`src/rtl/eth_measurer_pkg.sv`:
```
// Shared constants, record layout and event decode for the ethernet latency meter.
package eth_measurer_pkg;

    // Widest supported time field; narrower instances use the low bits.
    localparam int TIME_W_MAX = 48;
    // Time-field width of the record as seen by the default AXI/DMA readout.
    localparam int REC_TIME_W = 32;

    // All-ones marks "no result" in a time field.
    localparam logic [TIME_W_MAX-1:0] TIME_NONE = '1;

    // Readout record, same bit order as out_data.
    typedef struct packed {
        logic                  pong_ok;
        logic                  ping_ok;
        logic [REC_TIME_W-1:0] pong;
        logic [REC_TIME_W-1:0] ping;
    } latency_rec_t;

    // The single action taken in a cycle after priority resolution.
    typedef enum logic [2:0] {
        EV_NONE,
        EV_TX,
        EV_LOOP_END,
        EV_LOOP_TMO,
        EV_MAIN_END,
        EV_MAIN_TMO
    } meas_ev_e;

    // Priority: tx > loop_rx_end > loop_rx_timeout > main_rx_end > main_rx_timeout.
    function automatic meas_ev_e ev_select(input logic tx, input logic loop_end,
                                           input logic loop_tmo, input logic main_end,
                                           input logic main_tmo);
        if (tx)       return EV_TX;
        if (loop_end) return EV_LOOP_END;
        if (loop_tmo) return EV_LOOP_TMO;
        if (main_end) return EV_MAIN_END;
        if (main_tmo) return EV_MAIN_TMO;
        return EV_NONE;
    endfunction

endpackage

```
`src/rtl/eth_latency_fifo.sv`:
```
// Synchronous first-word-fall-through record FIFO with optional drop-oldest on overflow.
module eth_latency_fifo #(
    parameter int WIDTH       = 66,
    parameter int DEPTH       = 16,
    parameter int DROP_OLDEST = 1
) (
    input  logic                     clk,
    input  logic                     rst,
    input  logic                     wr_en,
    input  logic [WIDTH-1:0]         wr_data,
    input  logic                     rd_en,
    output logic [WIDTH-1:0]         rd_data,
    output logic                     full,
    output logic                     empty,
    output logic [$clog2(DEPTH):0]   level
);

    localparam int AW = $clog2(DEPTH);
    localparam int LW = AW + 1;
    localparam bit DROP_OLD = (DROP_OLDEST != 0);

    logic [WIDTH-1:0] mem_q [DEPTH];
    logic [AW-1:0]    wptr_d, wptr_q, rptr_d, rptr_q;
    logic [LW-1:0]    level_d, level_q;
    logic             ext_pop, int_pop, pop, wr_mem;

    assign full    = (level_q == LW'(DEPTH));
    assign empty   = (level_q == '0);
    assign level   = level_q;
    assign rd_data = empty ? '0 : mem_q[rptr_q];

    // Decide write/pop; on overflow either evict the head (drop-oldest) or refuse the write.
    always_comb begin
        ext_pop = rd_en & ~empty;
        int_pop = wr_en & full & ~ext_pop & DROP_OLD;
        wr_mem  = wr_en & (~full | ext_pop | DROP_OLD);
        pop     = ext_pop | int_pop;
        wptr_d  = wr_mem ? wptr_q + 1'b1 : wptr_q;
        rptr_d  = pop ? rptr_q + 1'b1 : rptr_q;
        level_d = level_q;
        if (wr_mem && !pop)      level_d = level_q + 1'b1;
        else if (!wr_mem && pop) level_d = level_q - 1'b1;
    end

    // Pointer and occupancy state.
    always_ff @(posedge clk) begin
        if (rst) begin
            wptr_q  <= '0;
            rptr_q  <= '0;
            level_q <= '0;
        end else begin
            wptr_q  <= wptr_d;
            rptr_q  <= rptr_d;
            level_q <= level_d;
        end
    end

    // Storage; contents are don't-care until written, reads of an empty FIFO return zero.
    always_ff @(posedge clk) begin
        if (wr_mem) mem_q[wptr_q] <= wr_data;
    end

endmodule

```
`src/rtl/eth_latency_meter.sv`:
```
// Round-trip latency meter: cycle timer, ping/pong capture, commit into a record FIFO.
module eth_latency_meter #(
    parameter int TIMER_W     = 32,
    parameter int FIFO_DEPTH  = 16,
    parameter int DROP_OLDEST = 1
) (
    input  logic                          clk,
    input  logic                          rst,
    input  logic                          main_tx_begin,
    input  logic                          main_rx_end,
    input  logic                          main_rx_timeout,
    input  logic                          loop_tx_begin,
    input  logic                          loop_rx_end,
    input  logic                          loop_rx_timeout,
    output logic                          out_valid,
    input  logic                          out_ready,
    output logic [2*TIMER_W+1:0]          out_data,
    output logic [$clog2(FIFO_DEPTH):0]   fifo_level,
    output logic [31:0]                   drop_count
);

    import eth_measurer_pkg::*;

    localparam int REC_W = 2 * TIMER_W + 2;
    localparam logic [TIMER_W-1:0] T_NONE = TIME_NONE[TIMER_W-1:0];
    localparam logic [TIMER_W-1:0] T_MAX  = T_NONE - 1'b1;

    // Same field order as latency_rec_t, sized by this instance's timer width.
    typedef struct packed {
        logic               pong_ok;
        logic               ping_ok;
        logic [TIMER_W-1:0] pong;
        logic [TIMER_W-1:0] ping;
    } rec_t;

    localparam rec_t REC_RESET = '{pong_ok: 1'b0, ping_ok: 1'b0, pong: T_NONE, ping: T_NONE};

    meas_ev_e           ev_d, ev_q;
    logic [TIMER_W-1:0] timer_d, timer_q;
    rec_t               rec_d, rec_q;
    logic               push, drop;
    logic [31:0]        drop_count_d, drop_count_q;
    logic               fifo_full, fifo_empty;

    // Stage 1: resolve event priority and run the timer. The timer restarts at 2 so that the
    // capture, taken one stage later, reads cycles elapsed since tx plus the pipeline depth.
    always_comb begin
        ev_d = ev_select(main_tx_begin | loop_tx_begin, loop_rx_end, loop_rx_timeout,
                         main_rx_end, main_rx_timeout);
        if (ev_d == EV_TX)        timer_d = TIMER_W'(2);
        else if (timer_q == T_MAX) timer_d = timer_q;
        else                      timer_d = timer_q + 1'b1;
    end

    // Stage 2: apply the registered event to the capture record; commits push the updated record.
    always_comb begin
        rec_d = rec_q;
        push  = 1'b0;
        case (ev_q)
            EV_TX: rec_d = REC_RESET;
            EV_LOOP_END: begin
                rec_d.ping    = timer_q;
                rec_d.ping_ok = 1'b1;
            end
            EV_LOOP_TMO: begin
                rec_d = REC_RESET;
                push  = 1'b1;
            end
            EV_MAIN_END: begin
                rec_d.pong    = timer_q;
                rec_d.pong_ok = 1'b1;
                push          = 1'b1;
            end
            EV_MAIN_TMO: begin
                rec_d.pong    = T_NONE;
                rec_d.pong_ok = 1'b0;
                push          = 1'b1;
            end
            default: ;
        endcase
    end

    // A push into a full FIFO loses a record unless the consumer pops in the same cycle.
    always_comb begin
        drop         = push & fifo_full & ~(out_ready & ~fifo_empty);
        drop_count_d = drop_count_q;
        if (drop && drop_count_q != 32'hFFFF_FFFF) drop_count_d = drop_count_q + 32'd1;
    end

    // Timer, event pipeline, capture record and drop counter state.
    always_ff @(posedge clk) begin
        if (rst) begin
            ev_q         <= EV_NONE;
            timer_q      <= '0;
            rec_q        <= REC_RESET;
            drop_count_q <= '0;
        end else begin
            ev_q         <= ev_d;
            timer_q      <= timer_d;
            rec_q        <= rec_d;
            drop_count_q <= drop_count_d;
        end
    end

    eth_latency_fifo #(
        .WIDTH       (REC_W),
        .DEPTH       (FIFO_DEPTH),
        .DROP_OLDEST (DROP_OLDEST)
    ) u_fifo (
        .clk     (clk),
        .rst     (rst),
        .wr_en   (push),
        .wr_data (rec_d),
        .rd_en   (out_ready),
        .rd_data (out_data),
        .full    (fifo_full),
        .empty   (fifo_empty),
        .level   (fifo_level)
    );

    assign out_valid  = ~fifo_empty;
    assign drop_count = drop_count_q;

endmodule

```
`config.mk`:
```
export PLATFORM = sky130hd
export DESIGN_NAME = eth_latency_meter
export DESIGN_NICKNAME = d
export VERILOG_FILES = /design/src/rtl/eth_measurer_pkg.sv /design/src/rtl/eth_latency_fifo.sv /design/src/rtl/eth_latency_meter.sv
export SDC_FILE = /design/constraint.sdc
export NUM_CORES = 1
export LEC_CHECK = 0
export CAP_MARGIN = 20
export CORE_ASPECT_RATIO = 0.5
export CORE_UTILIZATION = 40
export CTS_CLUSTER_SIZE = 20
export DETAILED_ROUTE_END_ITERATION = 8
export SYNTH_ARGS = -nofsm -noshare
export SYNTH_HDL_FRONTEND = slang
export SYNTH_HIERARCHICAL = 1
export SYNTH_SLANG_ARGS = --single-unit
```
`constraint.sdc`:
```
create_clock -name clk -period 4 [get_ports clk]
set_input_delay 0.8 -clock clk [delete_from_list [all_inputs] [get_ports clk]]
set_output_delay 0.8 -clock clk [all_outputs]
set_load 0.01 [all_outputs]
```
# --- Word level (Yosys, flattened, before mapping) ---
# Memory sizes are Yosys's and may differ from the RTL's. A register that Yosys moved wholly into a read port is not among the register bits.
# Index checks and enable logic that the tools add are counted.
classes:
  n_reduce_logical: 11
  n_bitwise: 7
  add_sub_neg: 6
  mux: 39
  n_eq_ne: 10
op_table:
  columns: ["operator", "n"]
  rows:
  - ["$pmux 32 s2", 2]
  - ["$mux 66", 1]
  - ["$add 32x1->32 const B", 2]
  - ["$eq 32x32->1 const B", 1]
  - ["$ne 32x32->1 const B", 1]
  - ["$mux 3", 10]
  - ["$mux 1", 18]
  - ["$mux 5", 2]
  - ["$add 4x1->4 const B", 2]
  - ["$mux 4", 2]
  - ["$eq 3x1->1 const B", 2]
  - ["$eq 3x2->1 const B", 2]
  - ["$eq 3x3->1 const B", 2]
  - ["$reduce_or 3->1", 2]
  - ["$add 5x1->5 const B", 1]
  - ["$eq 5x5->1 const B", 1]
  - ["$logic_not 5->1", 1]
  - ["$sub 5x1->5 const B", 1]
  - ["$mux 2", 2]
  - ["$pmux 1 s2", 2]
  - ["$reduce_or 2->1", 2]
  - ["$and 1x1->1", 3]
  - ["$logic_and 1x1->1", 3]
  - ["$logic_not 1->1", 2]
  - ["4 further kinds", 6]
totals:
  inputBits: 9
  output_inout_bits: 104
  mem_bits_rw: 1056
  register_bits: 146
  mem_count: 1
memory_table:
  columns: ["name", "depth", "width", "rd", "rd_ports_with_merged_regs", "wr", "line_no", "text"]
  rows:
  - ["u_fifo.mem_q", 16, 66, 1, 1, 1, "eth_latency_fifo.sv:22", "logic [WIDTH-1:0] mem_q [DEPTH];"]

# --- Longest topological paths before layout ---
# Gate-level depths: netlist (run 1).
logic_depth:
  word_depth: 19
  ltp_mapped: 16
  ltp_nobuf: 12

# --- Hierarchy ---
# Netlist (run 1), hierarchy kept.
modules_own_cells:
  columns: ["mod", "area_per_inst_um2", "instances", "cells_per_inst"]
  rows:
  - ["eth_latency_fifo", 41038.1, 1, 1736]
  - ["eth_latency_meter", 6439.9, 1, 761]

# --- Least setup slack after synthesis (run 1) ---
# No wires, ideal clock.
synth_timing:
  kind: "register to register"
  start: "register ev_q[2]"
  end: "memory u_fifo.mem_q[0][0] (enable)"
  arrival_ns: 3.163
  t_required_ns: 3.569
  setup_ns: 0.431
  setup_slack_ns: 0.406
  stages_incl_launch_ff: 9
  period_less_slack_ns: 3.594
  cell_sequence: "dfxtp_1 buf_2 nand2b_1 clkbuf_1 buf_1 nand2_1 clkbuf_1 nor3b_1 and2_1"
synth_between:
  elab_chain_cells: 5
synth_lines:
  columns: ["item", "line_no", "text"]
  rows:
  - ["start, declared", "eth_latency_meter.sv:38", "meas_ev_e ev_d, ev_q;"]
  - ["start signal, assigned", "eth_latency_meter.sv:98", "ev_q <= ev_d;"]
  - ["$eq 3x3->1 / $eq 3x2->1 (equally long branches)", "eth_latency_meter.sv:59", "case (ev_q)"]
  - ["$reduce_or 3->1 (no source line) (*)", null, null]
  - ["$mux 1 (*)", "eth_latency_meter.sv:59", null]
  - ["via push", "eth_latency_meter.sv:41", "logic push, drop;"]
  - ["$mux 1 (*)", "eth_latency_fifo.sv:60", "if (wr_mem) mem_q[wptr_q] <= wr_data;"]
  - ["$mux 1 (not written as such) (*)", "eth_latency_fifo.sv:60", null]
  - ["end, declared", "eth_latency_fifo.sv:22", null]
# Mark *: on every way through the listed nets, which the timed path passes. The rest lies on a longest branch.

# --- Worst setup path in the final report (run 1) ---
layout_timing:
  start: "register u_fifo.level_q[0], in the netlist u_fifo/level[0]"
  end: "output port out_data[1]"
layout_between:
  elab_chain_cells: 2
layout_lines:
  columns: ["item", "line_no", "text"]
  rows:
  - ["start, declared", "eth_latency_fifo.sv:24", "logic [LW-1:0] level_d, level_q;"]
  - ["start signal, assigned", "eth_latency_fifo.sv:54", "level_q <= level_d;"]
  - ["$logic_not 5->1", "eth_latency_fifo.sv:28", "assign empty = (level_q == '0);"]
  - ["via fifo_empty", "eth_latency_meter.sv:43", "logic fifo_full, fifo_empty;"]
  - ["$mux 66", "eth_latency_fifo.sv:30", "assign rd_data = empty ? '0 : mem_q[rptr_q];"]
  - ["end, declared", "eth_latency_meter.sv:17", "output logic [2*TIMER_W+1:0] out_data,"]
# The timed path passes the listed nets, and every way through them passes these cells.

==> results.ini, run 1 <==
[outcome]
outcome=completed

[floorplanning]
fp.dieW_um=489.2
rows=88
io_pins=113
start_util_pct=40.76
die_h_um=245.6
core_um2=116500
dieArea_um2=120200

[route]
dr.first_iter.drc_count=2047
drc_errors=0
routed_wl_um=110400
vias_per_cell=5.648
num_vias=24570
dr.pass1.iters=5
routedWlPerCell_um=25.37
antenna_left=0

[yosys]
ys_seq_area_share_pct=73.11
synth_top_cell_by_area=edfxtp_1
synth.most_common_cell=edfxtp_1
synth-edff-count=1056
ys.flop_type=edfxtp_1
yosysWarnings=6
ys_ff_latch=1206
yosysTopAreaCellShare_pct=66.79
synthTopCellsByArea=edfxtp_1, mux4_2, dfxtp_1, mux2i_1, a221o_1
synthArstFlopShare_pct=0
synthTopCellsByCount=edfxtp_1, mux4_2, dfxtp_1, nand2_1, nor3_1
syn_nets=2519
netlist_area_um2=47480
syn_area_per_cell_um2=19.01
ys_types=70
synth_cells=2497

[place]
dp_hpwl_um=62450
dpl_cell_area_um2=50720
gp_congestion=0.9395
portBuffers=112

[sta]
setup_viol_count_final=0
maxSlewViolCount=0
rsz0062_at_grt=no
relSlewSlack_pct=31.00
fin_skew_ps=43.89
finalCritPeriodShare_pct=97.84
setup_tns_ps=0
layout_min_cycle_time_ps=3913
fmax_mhz=255.5
tightestPinTransition_ps=1035
hold_viol=0

[grt]
grt_max_degree=73
grt_pass1_vias=25080
grt_usage_pct=18.52
antenna_found_initial=1
grt_pass1_wl_um=164900
overflow=0

[hold_path]
whs_path_depth=2
hold_class=reg2reg

[clock_tree]
root_buffer=clkbuf_16
numCtsBuffers=107
cts_sinks=1206
clk_path_buf_depth=3
cts_tree=done
h-tree-depth=3
clk_pin_slew_ps=60
clk_latency_ps=720

[pwr]
power.leakage_nw=17.17
vdd_drop_max_uv=405.3
powerDensity_nw_per_um2=570.0

[setup_path]
worst-setup-path-type=reg2out
critPathArrivalTime_ps=3110
worstSetupStartpointType=flop
path_max_fanout=26
required_ps=3200
reg2reg_depth=12
critPathCaptureType=primary output

[cells_and_area]
area_growth_pct=15.97
utilization_pct=47.27
final_cell_area_um2=55060
fin_nets=2701
drive_gt1_share_pct=24.04

[flow_run]
max_cap_viol_count=0

-- routing by layer --
layer	GRT usage (%)	vias to the layer above	routed length (µm)
li1	-	10660	-
met1	27.15	13140	50730
met2	28.85	649	51870
met3	3.434	120	6059
met4	3.832	2	1696
met5	0	-	13
-- stage by stage --
step	std cells	setup slack, ps	total power, mW	hold slack, ps
after floorplan	2497	405.8	17.91	452.9
after global placement	4107	340.7	20.30	469.8
after detailed placement	4109	512.2	20.30	469.2
after CTS	4332	-35.06	31.62	472.2
after global routing	4349	0.03419	32.58	513.8
final	4350	86.59	31.38	493.7
-- kinds of logic (layout without fill, tap and decap cells) --
group | after synthesis | in the layout | share of synthesized area (%)
xor+xnor | 12 | 12 | 0.2214
compound gates | 279 | 279 | 4.570
mux | 337 | 337 | 14.14
other cells | 0 | 1 | 0
fa+ha+maj | 13 | 13 | 0.3584
simple gates | 468 | 468 | 5.355
buf+inv | 182 | 459 | 2.240
flops | 1206 | 1206 | 73.11
-- timing repair --
action,4_1_cts,5_1_grt
cloned,7,2
hold buffers,0,0
gates resized for setup,54,39
buffers inserted,12,11
setup endpoints to repair,65,46
pin swaps,1,0
-- where the power goes --
group | leakage, nW | switching, mW | internal [mW] | total, mW
combinational | 4.76 | 3.46 | 3.67 | 7.13
sequential | 10.7 | 0.0862 | 13.7 | 13.7
clock | 1.73 | 4.65 | 5.85 | 10.5
-- critical path, stage by stage (launching register included) --
cell	delay, ps
dfxtp_2	350
or4_4	570
nor2_4	140
buf_12	170
nor2_4	120
buf_12	180
a221o_1	360
clkdlybuf4s50_1	490
-- layout by cell type, fill, tap and decap left out, types with 8 or more instances in the layout --
| cell type | count |
|---|---|
| dfxtp_1 | 143 |
| edfxtp_1 | 1056 |
| mux2i_1 | 61 |
| bufinv_16 | 12 |
| a21oi_2 | 8 |
| dlygate4sd2_1 | 21 |
| nor3_1 | 71 |
| nand4_1 | 23 |
| buf_16 | 12 |
| clkbuf_16 | 110 |
| nand2_1 | 83 |
| clkdlybuf4s50_1 | 64 |
| a221o_1 | 65 |
| a21oi_1 | 59 |
| clkbuf_1 | 27 |
| or3_1 | 37 |
| inv_1 | 24 |
| o31ai_1 | 16 |
| and2_4 | 16 |
| or4_1 | 10 |
| nor2b_1 | 9 |
| dlymetal6s2s_1 | 26 |
| ha_1 | 12 |
| buf_12 | 33 |
| mux4_1 | 9 |
| buf_4 | 59 |
| o22a_1 | 67 |
| nor4_1 | 8 |
| o21ai_0 | 32 |
| clkinv_2 | 17 |
| or2_2 | 66 |
| nor2_1 | 46 |
| nand3_1 | 48 |
| clkinv_1 | 23 |
| mux4_2 | 255 |
-- sequential cells by signal, indices dropped and copies added (netlist names), named ones only --
signal / cells
u_fifo/rptr_q: 4
u_fifo/level: 5
timer_q: 32
u_fifo/wptr_q: 4
rec_q: 66
ev_q: 3
drop_count: 32
u_fifo/mem_q: 1056
-- cell type report --
| class | instances | area, µm² |
|---|---|---|
| diodes | 1 | 2.502 |
| clock buffers | 139 | 2859 |
| clock inverters | 65 | 695.7 |
| fillers | 9755 | 61430 |
| inverters | 25 | 93.84 |
| multi-input cells | 1109 | 11830 |
| flip-flops and latches | 1206 | 34730 |
| well taps | 1575 | 1971 |
| repair buffers | 230 | 2873 |
-- final timing paths --
check	startpoint	slack [ps]	to
max	u_fifo/level[0]	90	out_data[1]
min	u_fifo/rptr_q[3]	490	flop
max reg2reg	u_fifo/level[0]	530	drop_count[11]
min reg2reg	u_fifo/rptr_q[3]	490	flop
Power figures use the tool's default switching activity.
==> inputs of run 2 (changes only) <==
--- a/config.mk
+++ b/config.mk
@@ -10,7 +10,7 @@
 export CORE_UTILIZATION = 40
 export CTS_CLUSTER_SIZE = 20
 export DETAILED_ROUTE_END_ITERATION = 8
+export GPL_TIMING_DRIVEN = 0
 export SYNTH_ARGS = -nofsm -noshare
 export SYNTH_HDL_FRONTEND = slang
-export SYNTH_HIERARCHICAL = 1
 export SYNTH_SLANG_ARGS = --single-unit
==> results.ini, run 2 <==
[outcome]
outcome=complete, but fails checks
violations=setup timing

[clock_tree]
clk_path_buf_depth=3
cts_tree=done
numCtsBuffers=110
clk_latency_ps=710
cts_sinks=1206
clk_pin_slew_ps=60
h-tree-depth=3
root_buffer=clkbuf_16

[sta]
holdWs_ps=513.9
finalCritPeriodShare_pct=103.0
relSlewSlack_pct=33.57
rsz0062_at_grt=yes
setup_ws_ps=-118.4
setup_viol_count_final=59
setup_tns_ps=-3088
tightestPinTransition_ps=993.3
maxSlewViolCount=0
fin_skew_ps=20.96
fmax_mhz=242.8
layout_min_cycle_time_ps=4118
hold_viol=0

[place]
gp_congestion=0.9056
dp_hpwl_um=76470
portBuffers=112

[floorplanning]
fp.dieW_um=487.7
io_pins=113
rows=88
die_h_um=244.8
start_util_pct=40.65
dieArea_um2=119400
core_um2=116100

[setup_path]
critPathArrivalTime_ps=3320
critPathMaxStageDelay_ps=530
path_cells=clkbuf_16 > buf_6 > mux4_2 > mux4_2 > and2_1 > clkdlybuf4s50_1
path_buf_inv=3
worst-setup-path-type=reg2out
path_max_fanout=10
slowest_stage=mux4_2
critPathCaptureType=primary output
worst_path_most_repeated_cell=mux4_2
path_delay_family=multiplexers
worstSetupStartpointType=flop
required_ps=3200

[grt]
grt_pass1_vias=24690
overflow=0
use_met2_pct=32.63
grt_usage_pct=19.94
antenna_found_initial=3
grt_use_met1_pct=28.13
grt.busiest_layer=met2
grt_pass1_wl_um=171400
grt_use_met3_pct=2.842
grt_max_degree=23

[yosys]
synthTopCellsByCount=edfxtp_1, mux4_2, dfxtp_1, nand2_1, clkbuf_1
synth.most_common_cell=edfxtp_1
ys_types=75
ys.flop_type=edfxtp_1
yosysWarnings=0
yosysTopAreaCellShare_pct=67.22
synthArstFlopShare_pct=0
synth_top_cell_by_area=edfxtp_1
synth-edff-count=1056
syn_area_per_cell_um2=19.76
ys_ff_latch=1206
netlist_area_um2=47170
synthTopCellsByArea=edfxtp_1, mux4_2, dfxtp_1, o22a_1, and2_1
ys_seq_area_share_pct=73.59
syn_nets=2409
synth_cells=2387

[cells_and_area]
n_antenna_cell=0
fillers=9497
fin_nets=2709
top_register=u_fifo.mem_q
most-common-layout-cells=edfxtp_1, mux4_2, dfxtp_1, clkbuf_16, clkdlybuf4s50_1
largest_register_ffs=1056
area_growth_pct=18.98
final_common_cell=edfxtp_1
drive_gt1_share_pct=26.83
reg_top3=u_fifo.mem_q: 1056 flops, rec_q: 66 flops

[route]
routedWlPerCell_um=27.00
drc_errors=0
dr.first_iter.drc_count=2614
num_vias=24370
dr.pass1.iters=5
antenna_left=0
routed_wl_um=117600
vias_per_cell=5.595

[pwr]
vdd_drop_max_uv=337.4
power.leakage_nw=17.15
powerDensity_nw_per_um2=540.2

[hold_path]
hold_class=reg2reg

[flow_run]
max_cap_viol_count=0

==> run 2: cell types whose count changed after synthesis, moves of 12 or more <==
cell      change
inv_1        -14
and2_1       +49
clkbuf_1     +36
nor3_1       -62
nor2_1       +12
nand2_1      +15
buf_4        -17
buf_6        -29
mux4_2       +75
a221o_1      -65
mux2i_1      -66
==> run 2: logic make-up after synthesis <==
| logic type | after synthesis | share of synthesized area [%] |
|---|---|---|
| adder cells (fa/ha/maj) | 13 | 0.3607 |
| buffers and inverters | 150 | 1.334 |
| multiplexers | 336 | 15.89 |
| flip-flops | 1206 | 73.59 |
| XOR/XNOR | 24 | 0.4456 |
| AO/OA/AOI/OAI | 190 | 2.894 |
| AND/OR/NAND/NOR | 468 | 5.490 |
==> run 2: final timing paths <==
| kind | start | end | slack (ps) | depth (start not counted) |
|---|---|---|---|---|
| min reg2reg | u_fifo.rptr_q[3] | u_fifo.rptr_q[3] | 510 | 2 |
| max reg2reg | ev_q[1] | u_fifo.level[4] | 470 | 12 |
| max | flop | out_data[15] | -120 | 6 |
| min | u_fifo.rptr_q[3] | u_fifo.rptr_q[3] | 510 | 2 |
==> run 2: area by class of cell <==
class                           count  area (µm²)  share of cell area, %
Tap cell                         1575        1971                  3.511
Multi-Input combinational cell   1031       11970                  21.33
Clock buffer                      132        2940                  5.239
Buffer                            139        1097                  1.955
Timing Repair Buffer              189        2800                  4.989
Inverter                           10       37.54                0.06688
Clock inverter                     73       589.3                  1.050
Sequential cell                  1206       34720                  61.86
==> run 2: metal layers <==
metal | part of all wire, % | up-vias
met2 | 49 | 758
met3 | 5.4 | 147
met1 | 44 | 13080
met4 | 2.2 | 0
met5 | 0 | -
li1 | - | 10390
==> run 2: stage by stage <==
step	power [mW]	utilization [%]	cell area, µm²	instances	setup WS, ps
after floorplan	17.49	-	47190	2387	-494.7
after global placement	19.81	43.33	50280	4074	-5096
after detailed placement	19.88	44.82	52010	4145	-490.5
after CTS	30.58	48.29	56040	4351	-187.6
after global routing	31.38	48.36	56130	4355	-201.0
final	30.32	48.36	56130	4355	-118.4
==> run 2: report_power, final <==
part	switching [mW]	leakage, nW	total, mW	internal [mW]
registers	0.0669	10.7	13.7	13.7
logic	2.90	4.74	6.19	3.29
clock network	4.61	1.73	10.4	5.81
==> run 2: timing repair <==
item / in CTS / in global routing
hold buffers: 0 / 0
buffers inserted: 1 / 2
resized for setup: 171 / 19
hold endpoints to repair: 0 / 0
endpoints found under the setup margin: 67 / 66
gates cloned: 1 / 0
==> run 2: worst register-to-register path, delay by kind of cell, from the launching register on <==
family	cells	cell delay (ps)
buffers and inverters	3	990
AND/OR/NAND/NOR	3	790
adder cells (fa/ha/maj)	2	630
AO/OA/AOI/OAI	3	480
flip-flops	1	460
XOR/XNOR	1	100
